$ cat src/rtl/lap_timer_if.sv
// lap_timer_if: control inputs and time/lap status outputs of the lap timer.
interface lap_timer_if #(
  parameter int unsigned LAP_DEPTH = 4
);
  localparam int unsigned CW = $clog2(LAP_DEPTH) + 1;

  logic          start;
  logic          clear;
  logic          mode;
  logic          load;
  logic [5:0]    preset_h;
  logic [5:0]    preset_m;
  logic [5:0]    preset_s;
  logic          lap;
  logic          lap_rd;

  logic [5:0]    hours;
  logic [5:0]    minutes;
  logic [5:0]    seconds;
  logic [6:0]    subsec;
  logic          running;
  logic          expired;
  logic          lap_valid;
  logic          lap_full;
  logic          lap_ovf;
  logic [CW-1:0] lap_count;
  logic [5:0]    lap_h;
  logic [5:0]    lap_m;
  logic [5:0]    lap_s;
  logic [6:0]    lap_sub;

  modport master (
    output start, clear, mode, load, preset_h, preset_m, preset_s, lap, lap_rd,
    input  hours, minutes, seconds, subsec, running, expired,
    input  lap_valid, lap_full, lap_ovf, lap_count, lap_h, lap_m, lap_s, lap_sub
  );

  modport slave (
    input  start, clear, mode, load, preset_h, preset_m, preset_s, lap, lap_rd,
    output hours, minutes, seconds, subsec, running, expired,
    output lap_valid, lap_full, lap_ovf, lap_count, lap_h, lap_m, lap_s, lap_sub
  );
endinterface

$ cat src/rtl/lap_timer.sv
// lap_timer: h:m:s:sub stopwatch with tick prescaler, countdown with expiry,
// and a lap-capture FIFO whose head is presented as registered read data.
module lap_timer #(
  parameter int unsigned TICK_DIV  = 1,
  parameter int unsigned SUB_MAX   = 100,
  parameter int unsigned HOUR_MAX  = 24,
  parameter int unsigned LAP_DEPTH = 4
) (
  input  logic       clk,
  input  logic       reset,
  lap_timer_if.slave bus
);
  localparam int unsigned PW = (TICK_DIV > 1) ? $clog2(TICK_DIV) : 1;
  localparam int unsigned AW = $clog2(LAP_DEPTH);
  localparam int unsigned CW = AW + 1;
  localparam int unsigned LW = 25;

  localparam logic [0:0] ST_STOPPED = 1'b0;
  localparam logic [0:0] ST_RUNNING = 1'b1;

  // Run/stop state and time registers
  logic [0:0]    state_q, state_nxt;
  logic [PW-1:0] presc_q, presc_nxt;
  logic [5:0]    hr_q, hr_nxt, mn_q, mn_nxt, sc_q, sc_nxt;
  logic [6:0]    sub_q, sub_nxt;
  logic          exp_q, exp_nxt;
  logic          mode_q, mode_nxt;

  // Edge detectors; the arm bits keep an input held through reset from acting
  logic          start_q, start_p, start_arm;
  logic          lap_q, lap_p, lap_arm;
  logic          start_edge_c, lap_edge_c;

  // Candidate next times for one tick in each direction
  logic [5:0]    up_h, up_m, up_s, dn_h, dn_m, dn_s;
  logic [6:0]    up_sub, dn_sub;
  logic          dn_zero_c;
  logic          tick_c, time_zero_c, load_c;

  // Lap FIFO
  logic [LW-1:0] mem [LAP_DEPTH];
  logic [AW-1:0] rd_q, rd_nxt, wr_q, wr_nxt;
  logic [CW-1:0] cnt_q, cnt_nxt;
  logic [LW-1:0] head_q, head_nxt, wdata_c;
  logic          valid_q, full_q, ovf_q, ovf_nxt;
  logic          pop_c, do_wr_c, fifo_full_c;

  function automatic logic [5:0] sat59(input logic [5:0] v);
    return (v > 6'd59) ? 6'd59 : v;
  endfunction

  // Sample start/lap and detect first-high sample
  always_ff @(posedge clk or negedge reset) begin
    if (!reset) begin
      start_q   <= 1'b0;
      start_p   <= 1'b0;
      start_arm <= 1'b0;
      lap_q     <= 1'b0;
      lap_p     <= 1'b0;
      lap_arm   <= 1'b0;
    end else begin
      start_q   <= bus.start;
      start_p   <= start_q;
      start_arm <= start_arm | ~bus.start;
      lap_q     <= bus.lap;
      lap_p     <= lap_q;
      lap_arm   <= lap_arm | ~bus.lap;
    end
  end

  assign start_edge_c = start_q & ~start_p & start_arm;
  assign lap_edge_c   = lap_q & ~lap_p & lap_arm;

  // Up-count candidate with cascaded carries
  always_comb begin
    up_h   = hr_q;
    up_m   = mn_q;
    up_s   = sc_q;
    up_sub = sub_q + 7'd1;
    if (sub_q >= 7'(SUB_MAX - 1)) begin
      up_sub = '0;
      up_s   = sc_q + 6'd1;
      if (sc_q >= 6'd59) begin
        up_s = '0;
        up_m = mn_q + 6'd1;
        if (mn_q >= 6'd59) begin
          up_m = '0;
          up_h = (hr_q >= 6'(HOUR_MAX - 1)) ? 6'd0 : hr_q + 6'd1;
        end
      end
    end
  end

  // Down-count candidate with cascaded borrows
  always_comb begin
    dn_h   = hr_q;
    dn_m   = mn_q;
    dn_s   = sc_q;
    dn_sub = sub_q - 7'd1;
    if (sub_q == 7'd0) begin
      dn_sub = 7'(SUB_MAX - 1);
      dn_s   = sc_q - 6'd1;
      if (sc_q == 6'd0) begin
        dn_s = 6'd59;
        dn_m = mn_q - 6'd1;
        if (mn_q == 6'd0) begin
          dn_m = 6'd59;
          dn_h = hr_q - 6'd1;
        end
      end
    end
    dn_zero_c = (dn_h == 6'd0) && (dn_m == 6'd0) && (dn_s == 6'd0) && (dn_sub == 7'd0);
  end

  assign tick_c      = (state_q == ST_RUNNING) && (presc_q == PW'(TICK_DIV - 1));
  assign time_zero_c = (hr_q == 6'd0) && (mn_q == 6'd0) && (sc_q == 6'd0) && (sub_q == 7'd0);
  assign load_c      = (state_q == ST_STOPPED) && bus.mode && bus.load;

  // Next state and time: clear > load > start > tick
  always_comb begin
    state_nxt = state_q;
    presc_nxt = presc_q;
    hr_nxt    = hr_q;
    mn_nxt    = mn_q;
    sc_nxt    = sc_q;
    sub_nxt   = sub_q;
    exp_nxt   = exp_q;
    mode_nxt  = (state_q == ST_STOPPED) ? bus.mode : mode_q;

    if (state_q == ST_RUNNING) begin
      presc_nxt = tick_c ? '0 : presc_q + PW'(1);
    end

    if (bus.clear) begin
      hr_nxt    = '0;
      mn_nxt    = '0;
      sc_nxt    = '0;
      sub_nxt   = '0;
      exp_nxt   = 1'b0;
      state_nxt = ST_STOPPED;
    end else if (load_c) begin
      hr_nxt  = sat59(bus.preset_h);
      mn_nxt  = sat59(bus.preset_m);
      sc_nxt  = sat59(bus.preset_s);
      sub_nxt = '0;
      exp_nxt = 1'b0;
    end else if (start_edge_c) begin
      if (state_q == ST_RUNNING) begin
        state_nxt = ST_STOPPED;
      end else if (!(bus.mode && time_zero_c)) begin
        state_nxt = ST_RUNNING;
        presc_nxt = '0;
        exp_nxt   = 1'b0;
      end
    end else if (tick_c) begin
      if (!mode_q) begin
        hr_nxt  = up_h;
        mn_nxt  = up_m;
        sc_nxt  = up_s;
        sub_nxt = up_sub;
      end else begin
        hr_nxt  = dn_h;
        mn_nxt  = dn_m;
        sc_nxt  = dn_s;
        sub_nxt = dn_sub;
        if (dn_zero_c) begin
          exp_nxt   = 1'b1;
          state_nxt = ST_STOPPED;
        end
      end
    end
  end

  // State and time registers
  always_ff @(posedge clk or negedge reset) begin
    if (!reset) begin
      state_q <= ST_STOPPED;
      presc_q <= '0;
      hr_q    <= '0;
      mn_q    <= '0;
      sc_q    <= '0;
      sub_q   <= '0;
      exp_q   <= 1'b0;
      mode_q  <= 1'b0;
    end else begin
      state_q <= state_nxt;
      presc_q <= presc_nxt;
      hr_q    <= hr_nxt;
      mn_q    <= mn_nxt;
      sc_q    <= sc_nxt;
      sub_q   <= sub_nxt;
      exp_q   <= exp_nxt;
      mode_q  <= mode_nxt;
    end
  end

  // FIFO pointers, occupancy and next head; a pop frees room for a same-cycle write
  always_comb begin
    wdata_c     = {hr_q, mn_q, sc_q, sub_q};
    fifo_full_c = (cnt_q == CW'(LAP_DEPTH));
    pop_c       = bus.lap_rd && (cnt_q != '0);
    do_wr_c     = lap_edge_c && (!fifo_full_c || pop_c);
    ovf_nxt     = ovf_q | (lap_edge_c && fifo_full_c && !pop_c);
    rd_nxt      = pop_c ? rd_q + AW'(1) : rd_q;
    wr_nxt      = do_wr_c ? wr_q + AW'(1) : wr_q;
    cnt_nxt     = cnt_q;
    if (do_wr_c && !pop_c) begin
      cnt_nxt = cnt_q + CW'(1);
    end else if (!do_wr_c && pop_c) begin
      cnt_nxt = cnt_q - CW'(1);
    end
    head_nxt = head_q;
    if (cnt_nxt != '0) begin
      head_nxt = (do_wr_c && (rd_nxt == wr_q)) ? wdata_c : mem[rd_nxt];
    end
  end

  // FIFO control and head registers
  always_ff @(posedge clk or negedge reset) begin
    if (!reset) begin
      rd_q    <= '0;
      wr_q    <= '0;
      cnt_q   <= '0;
      head_q  <= '0;
      valid_q <= 1'b0;
      full_q  <= 1'b0;
      ovf_q   <= 1'b0;
    end else begin
      rd_q    <= rd_nxt;
      wr_q    <= wr_nxt;
      cnt_q   <= cnt_nxt;
      head_q  <= head_nxt;
      valid_q <= (cnt_nxt != '0);
      full_q  <= (cnt_nxt == CW'(LAP_DEPTH));
      ovf_q   <= ovf_nxt;
    end
  end

  // Lap storage array
  always_ff @(posedge clk) begin
    if (do_wr_c) begin
      mem[wr_q] <= wdata_c;
    end
  end

  assign bus.hours     = hr_q;
  assign bus.minutes   = mn_q;
  assign bus.seconds   = sc_q;
  assign bus.subsec    = sub_q;
  assign bus.running   = state_q[0];
  assign bus.expired   = exp_q;
  assign bus.lap_valid = valid_q;
  assign bus.lap_full  = full_q;
  assign bus.lap_ovf   = ovf_q;
  assign bus.lap_count = cnt_q;
  assign bus.lap_h     = head_q[24:19];
  assign bus.lap_m     = head_q[18:13];
  assign bus.lap_s     = head_q[12:7];
  assign bus.lap_sub   = head_q[6:0];
endmodule

$ cat src/flat_wrapper.sv
// flat-port wrapper written by rule: the top's interface ports become plain ports
module lap_timer_flat 
#(
  parameter int unsigned TICK_DIV  = 1,
  parameter int unsigned SUB_MAX   = 100,
  parameter int unsigned HOUR_MAX  = 24,
  parameter int unsigned LAP_DEPTH = 4
)
  (clk, reset, bus_start, bus_clear, bus_mode, bus_load, bus_preset_h, bus_preset_m, bus_preset_s, bus_lap, bus_lap_rd, bus_hours, bus_minutes, bus_seconds, bus_subsec, bus_running, bus_expired, bus_lap_valid, bus_lap_full, bus_lap_ovf, bus_lap_count, bus_lap_h, bus_lap_m, bus_lap_s, bus_lap_sub);
  lap_timer_if #(.LAP_DEPTH(LAP_DEPTH)) bus_i ();
  input  logic clk;
  input  logic reset;
  input wire logic [$bits(bus_i.start)-1:0] bus_start;
  input wire logic [$bits(bus_i.clear)-1:0] bus_clear;
  input wire logic [$bits(bus_i.mode)-1:0] bus_mode;
  input wire logic [$bits(bus_i.load)-1:0] bus_load;
  input wire logic [$bits(bus_i.preset_h)-1:0] bus_preset_h;
  input wire logic [$bits(bus_i.preset_m)-1:0] bus_preset_m;
  input wire logic [$bits(bus_i.preset_s)-1:0] bus_preset_s;
  input wire logic [$bits(bus_i.lap)-1:0] bus_lap;
  input wire logic [$bits(bus_i.lap_rd)-1:0] bus_lap_rd;
  output wire logic [$bits(bus_i.hours)-1:0] bus_hours;
  output wire logic [$bits(bus_i.minutes)-1:0] bus_minutes;
  output wire logic [$bits(bus_i.seconds)-1:0] bus_seconds;
  output wire logic [$bits(bus_i.subsec)-1:0] bus_subsec;
  output wire logic [$bits(bus_i.running)-1:0] bus_running;
  output wire logic [$bits(bus_i.expired)-1:0] bus_expired;
  output wire logic [$bits(bus_i.lap_valid)-1:0] bus_lap_valid;
  output wire logic [$bits(bus_i.lap_full)-1:0] bus_lap_full;
  output wire logic [$bits(bus_i.lap_ovf)-1:0] bus_lap_ovf;
  output wire logic [$bits(bus_i.lap_count)-1:0] bus_lap_count;
  output wire logic [$bits(bus_i.lap_h)-1:0] bus_lap_h;
  output wire logic [$bits(bus_i.lap_m)-1:0] bus_lap_m;
  output wire logic [$bits(bus_i.lap_s)-1:0] bus_lap_s;
  output wire logic [$bits(bus_i.lap_sub)-1:0] bus_lap_sub;
  assign bus_i.start = bus_start;
  assign bus_i.clear = bus_clear;
  assign bus_i.mode = bus_mode;
  assign bus_i.load = bus_load;
  assign bus_i.preset_h = bus_preset_h;
  assign bus_i.preset_m = bus_preset_m;
  assign bus_i.preset_s = bus_preset_s;
  assign bus_i.lap = bus_lap;
  assign bus_i.lap_rd = bus_lap_rd;
  assign bus_hours = bus_i.hours;
  assign bus_minutes = bus_i.minutes;
  assign bus_seconds = bus_i.seconds;
  assign bus_subsec = bus_i.subsec;
  assign bus_running = bus_i.running;
  assign bus_expired = bus_i.expired;
  assign bus_lap_valid = bus_i.lap_valid;
  assign bus_lap_full = bus_i.lap_full;
  assign bus_lap_ovf = bus_i.lap_ovf;
  assign bus_lap_count = bus_i.lap_count;
  assign bus_lap_h = bus_i.lap_h;
  assign bus_lap_m = bus_i.lap_m;
  assign bus_lap_s = bus_i.lap_s;
  assign bus_lap_sub = bus_i.lap_sub;
  lap_timer #(.TICK_DIV(TICK_DIV), .SUB_MAX(SUB_MAX), .HOUR_MAX(HOUR_MAX), .LAP_DEPTH(LAP_DEPTH)) u_core (.clk(clk), .reset(reset), .bus(bus_i));
endmodule
$ cat config.mk
export PLATFORM = sky130hd
export DESIGN_NAME = lap_timer_flat
export DESIGN_NICKNAME = d
export VERILOG_FILES = /design/src/rtl/lap_timer_if.sv /design/src/rtl/lap_timer.sv /design/src/flat_wrapper.sv
export SDC_FILE = /design/constraint.sdc
export NUM_CORES = 1
export LEC_CHECK = 0
export ABC_AREA = 1
export CAP_MARGIN = 20
export CORE_MARGIN = 2
export CORE_UTILIZATION = 35
export DETAILED_ROUTE_END_ITERATION = 7
export PLACE_DENSITY_LB_ADDON = 0.2
export SYNTH_ARGS = -nofsm -noshare
export SYNTH_HDL_FRONTEND = slang
export SYNTH_SLANG_ARGS = --single-unit
$ cat constraint.sdc
create_clock -name clk -period 3.8 [get_ports clk]
set_input_delay 0.76 -clock clk [delete_from_list [all_inputs] [get_ports clk]]
set_output_delay 0.76 -clock clk [all_outputs]
set_load 0.05 [all_outputs]
==> results.json <==
{
  "status": "completed",
  "root_buffer": "clkbuf_16",
  "ctsResizeCount": 0,
  "syn-cell-area_um2": 8600,
  "drive_above_1_share_pct": 8.45,
  "rsz0062_at_grt": "no",
  "yosysSeqAreaShare_pct": 55.3,
  "synth_most_common_cell": "nand2_1",
  "finalWirelength_um": 24200,
  "rows": 57,
  "clockBufferDepth": 2,
  "io_buffers": 83,
  "fp.dieW_um": 161,
  "crit_type": "flop to flop",
  "synth_area_leaders": "edfxtp_1 35%, dfrtp_1 20%, nand2_1 6.3%",
  "vias_per_cell": 5.21,
  "fp.coreArea_um2": 24200,
  "synth-simple-area-share_pct": 20.4,
  "numCtsBuffers": 17,
  "cp.arrival_ns": 3.35,
  "drtIter0Drc": 673,
  "grt_use_total_pct": 19.1,
  "cap_violations": 0,
  "crit_chain": "clkinv_1, ha_1, inv_1, nor2_1, nand3_2, nor2_2, nand2_1, nand2_1, nor2_1, nand2_1, nor2_1, nand2_1, nor2_1, nand2_1, nand2_1, nand2_1, nand2_1, nand2_1",
  "slew_viol_final": 0,
  "crit_slowest_cell": "dfrtp_1",
  "synth_adder_area_share_pct": 2.91,
  "path_max_fanout": 10,
  "layout.nets": 1027,
  "cts_tree": "built",
  "finalPower_mw": 8.89,
  "die_area_um2": 25800,
  "antenna_found_initial": 0,
  "io_pins": 84,
  "finalWorstPathRequiredPeriod_ns": 3.03,
  "cts_hold_buf": 0,
  "layoutNonFillerInstCount": 1318,
  "area_delta_synth_final_pct": 22.0,
  "clk_latency_ns": 0.43,
  "cts_max_level": 4,
  "syn_area_per_cell_um2": 9.59,
  "postCtsSetupBuffers": 0,
  "syn-num-nets": 942,
  "synthCells": 896,
  "synth_warnings": 0,
  "antenna_left": 0,
  "cp-start-kind": "flop",
  "start_util_pct": 35.5,
  "synthMuxAreaShare_pct": 0,
  "synth-edff-count": 100,
  "dp.cells": 1285,
  "drtPass1Iterations": 6,
  "period_share_pct": 79.8,
  "gp_congestion": 0.857,
  "crit_path_end_kind": "flop",
  "fillers": 2382,
  "clk_pin_slew_ns": 0.07,
  "finalSetupViolCount": 0,
  "leakage_nw": 4.29,
  "yosysTopAreaCellShare_pct": 34.9,
  "required_ns": 4.12,
  "cts_sinks": 170,
  "crit_family": "simple AND/OR/NAND/NOR gates",
  "slew-limit-headroom_pct": 58.9,
  "drc": 0,
  "synth_top_family_by_area": "simple AND/OR/NAND/NOR gates",
  "grt_start_max_net_pins": 71,
  "cp_num_buf_inv": 2,
  "ys_types": 49,
  "grt_pass1_wl_um": 37900,
  "asyncSetResetFlopFracSynth_pct": 41.2,
  "wl_per_cell_um": 18.4,
  "final_core_util_pct": 43.2,
  "fin_skew_ns": 0.00833,
  "fmax_ghz": 0.330,
  "chipHeight_um": 161,
  "yosys_most_used_dff": "edfxtp_1",
  "power.density_nw_per_um2": 848,
  "tns_ns": 0,
  "synth_largest_area_cell": "edfxtp_1",
  "cpMostUsedCell": "nand2_1",
  "vdd_ir_drop_max_mv": 0.343,
  "grt_pass1_vias": 6623,
  "tightest_slew_ns": 0.610,
  "hold_class": "input port to asynchronous set/reset pin",
  "num_vias": 6868,
  "diodes": 0,
  "dpl.hpwl_um": 16100,
  "synth_compound_area_share_pct": 13.3,
  "ys_ff_latch": 170,
  "grt-ovfl-total": 0,
  "crit_path_max_incr_delay_ns": 0.64,
  "hold_viol_final": 0,
  "synth_xor_area_share_pct": 2.46,
  "synth_common_cells": "144 x nand2_1, 113 x nor2_1, 100 x edfxtp_1"
}
## routing by layer
layer / vias to the layer above / global-route usage, % / share of wire, %
li1: 3286 / - / -
met1: 3312 / 26.5 / 45
met2: 242 / 30.2 / 47
met3: 28 / 3.87 / 6.1
met4: 0 / 5.72 / 1.5
met5: - / 0 / 0
## layout make-up
class / instances / area (µm²) / share of cell area (%)
Sequential cell: 170 / 4750 / 45.3
Multi-Input combinational cell: 610 / 3370 / 32.2
Timing Repair Buffer: 102 / 991 / 9.45
Clock buffer: 21 / 470 / 4.49
Tap cell: 324 / 405 / 3.87
Inverter: 80 / 300 / 2.86
Clock inverter: 11 / 191 / 1.83
## cells in the final DEF, fill, tap and decap left out, types with 6 or more instances in the layout
cell type	synthesis	layout
nand2_1	144	144
nor2_1	113	109
edfxtp_1	100	100
nand3_1	99	99
clkdlybuf4s50_1	0	82
inv_1	74	74
dfrtp_1	70	70
o21ai_0	63	63
o21bai_1	26	26
o221ai_1	25	25
a21oi_1	22	22
ha_1	20	20
buf_4	4	19
clkbuf_16	0	17
a22oi_1	16	16
xor2_1	14	14
nand4_1	11	11
nor3_1	8	8
nor2_2	2	6
## kinds of logic after synthesis
group | after synthesis
buffers and inverters | 116
DFF | 170
and+or+nand+nor | 396
xor gates and xnor gates | 19
AOI/OAI and AO/OA | 175
adders and majority gates | 20
## worst reg2reg max path: stages (launching register included)
cell,delay [ns]
dfrtp_1,0.64
clkinv_1,0.42
ha_1,0.37
inv_1,0.08
nor2_1,0.06
nand3_2,0.17
nor2_2,0.13
nand2_1,0.09
nand2_1,0.12
nor2_1,0.11
nand2_1,0.10
nor2_1,0.10
nand2_1,0.05
nor2_1,0.15
nand2_1,0.08
nand2_1,0.08
nand2_1,0.06
nand2_1,0.06
nand2_1,0.05
## sequential cells by signal, summed over array words and instances, names as in the netlist, 2 cells and up
register	flops
u_core.mem	100
u_core.head_q	25
u_core.bus.subsec	7
u_core.bus.hours	6
u_core.bus.minutes	6
u_core.bus.seconds	6
u_core.bus.lap_count	3
u_core.rd_q	2
u_core.wr_q	2
## power breakdown
group	total [mW]	leakage, nW	internal [mW]	switching [mW]
sequential	2.86	1.78	2.44	0.420
clock	1.94	0.317	1.22	0.718
combinational	4.09	2.20	1.35	2.74
## per-stage QoR
step | hold WS [ns] | area (µm²) | setup slack [ns]
2_1_floorplan | 0.354 | 8600 | 0.741
3_3_place_gp | 0.357 | 9790 | 0.251
3_5_place_dp | 0.361 | 9800 | 0.638
4_1_cts | 0.376 | 10500 | 0.859
5_1_grt | 0.273 | 10500 | 0.567
6_report | 0.264 | 10500 | 0.768
## worst paths after layout
kind / depth (start not counted) / to / startpoint / slack [ns]
setup / recovery: 18 / u_core.bus.running$_DFFE_PN0P_ / u_core.bus.subsec[0]$_DFFE_PN0P_ / 0.77
hold / removal: 1 / u_core.start_arm$_DFF_PN0_ / reset / 0.26
setup reg to reg: 18 / u_core.bus.running$_DFFE_PN0P_ / u_core.bus.subsec[0]$_DFFE_PN0P_ / 0.77
hold reg to reg: 0 / u_core.start_p$_DFF_PN0_ / u_core.start_q$_DFF_PN0_ / 0.37
max in group asynchronous: 2 / u_core.head_q[24]$_DFFE_PN0P_ / reset / 2.94
min in group clk: 0 / u_core.start_p$_DFF_PN0_ / u_core.start_q$_DFF_PN0_ / 0.37
Power figures use the tool's default switching activity.
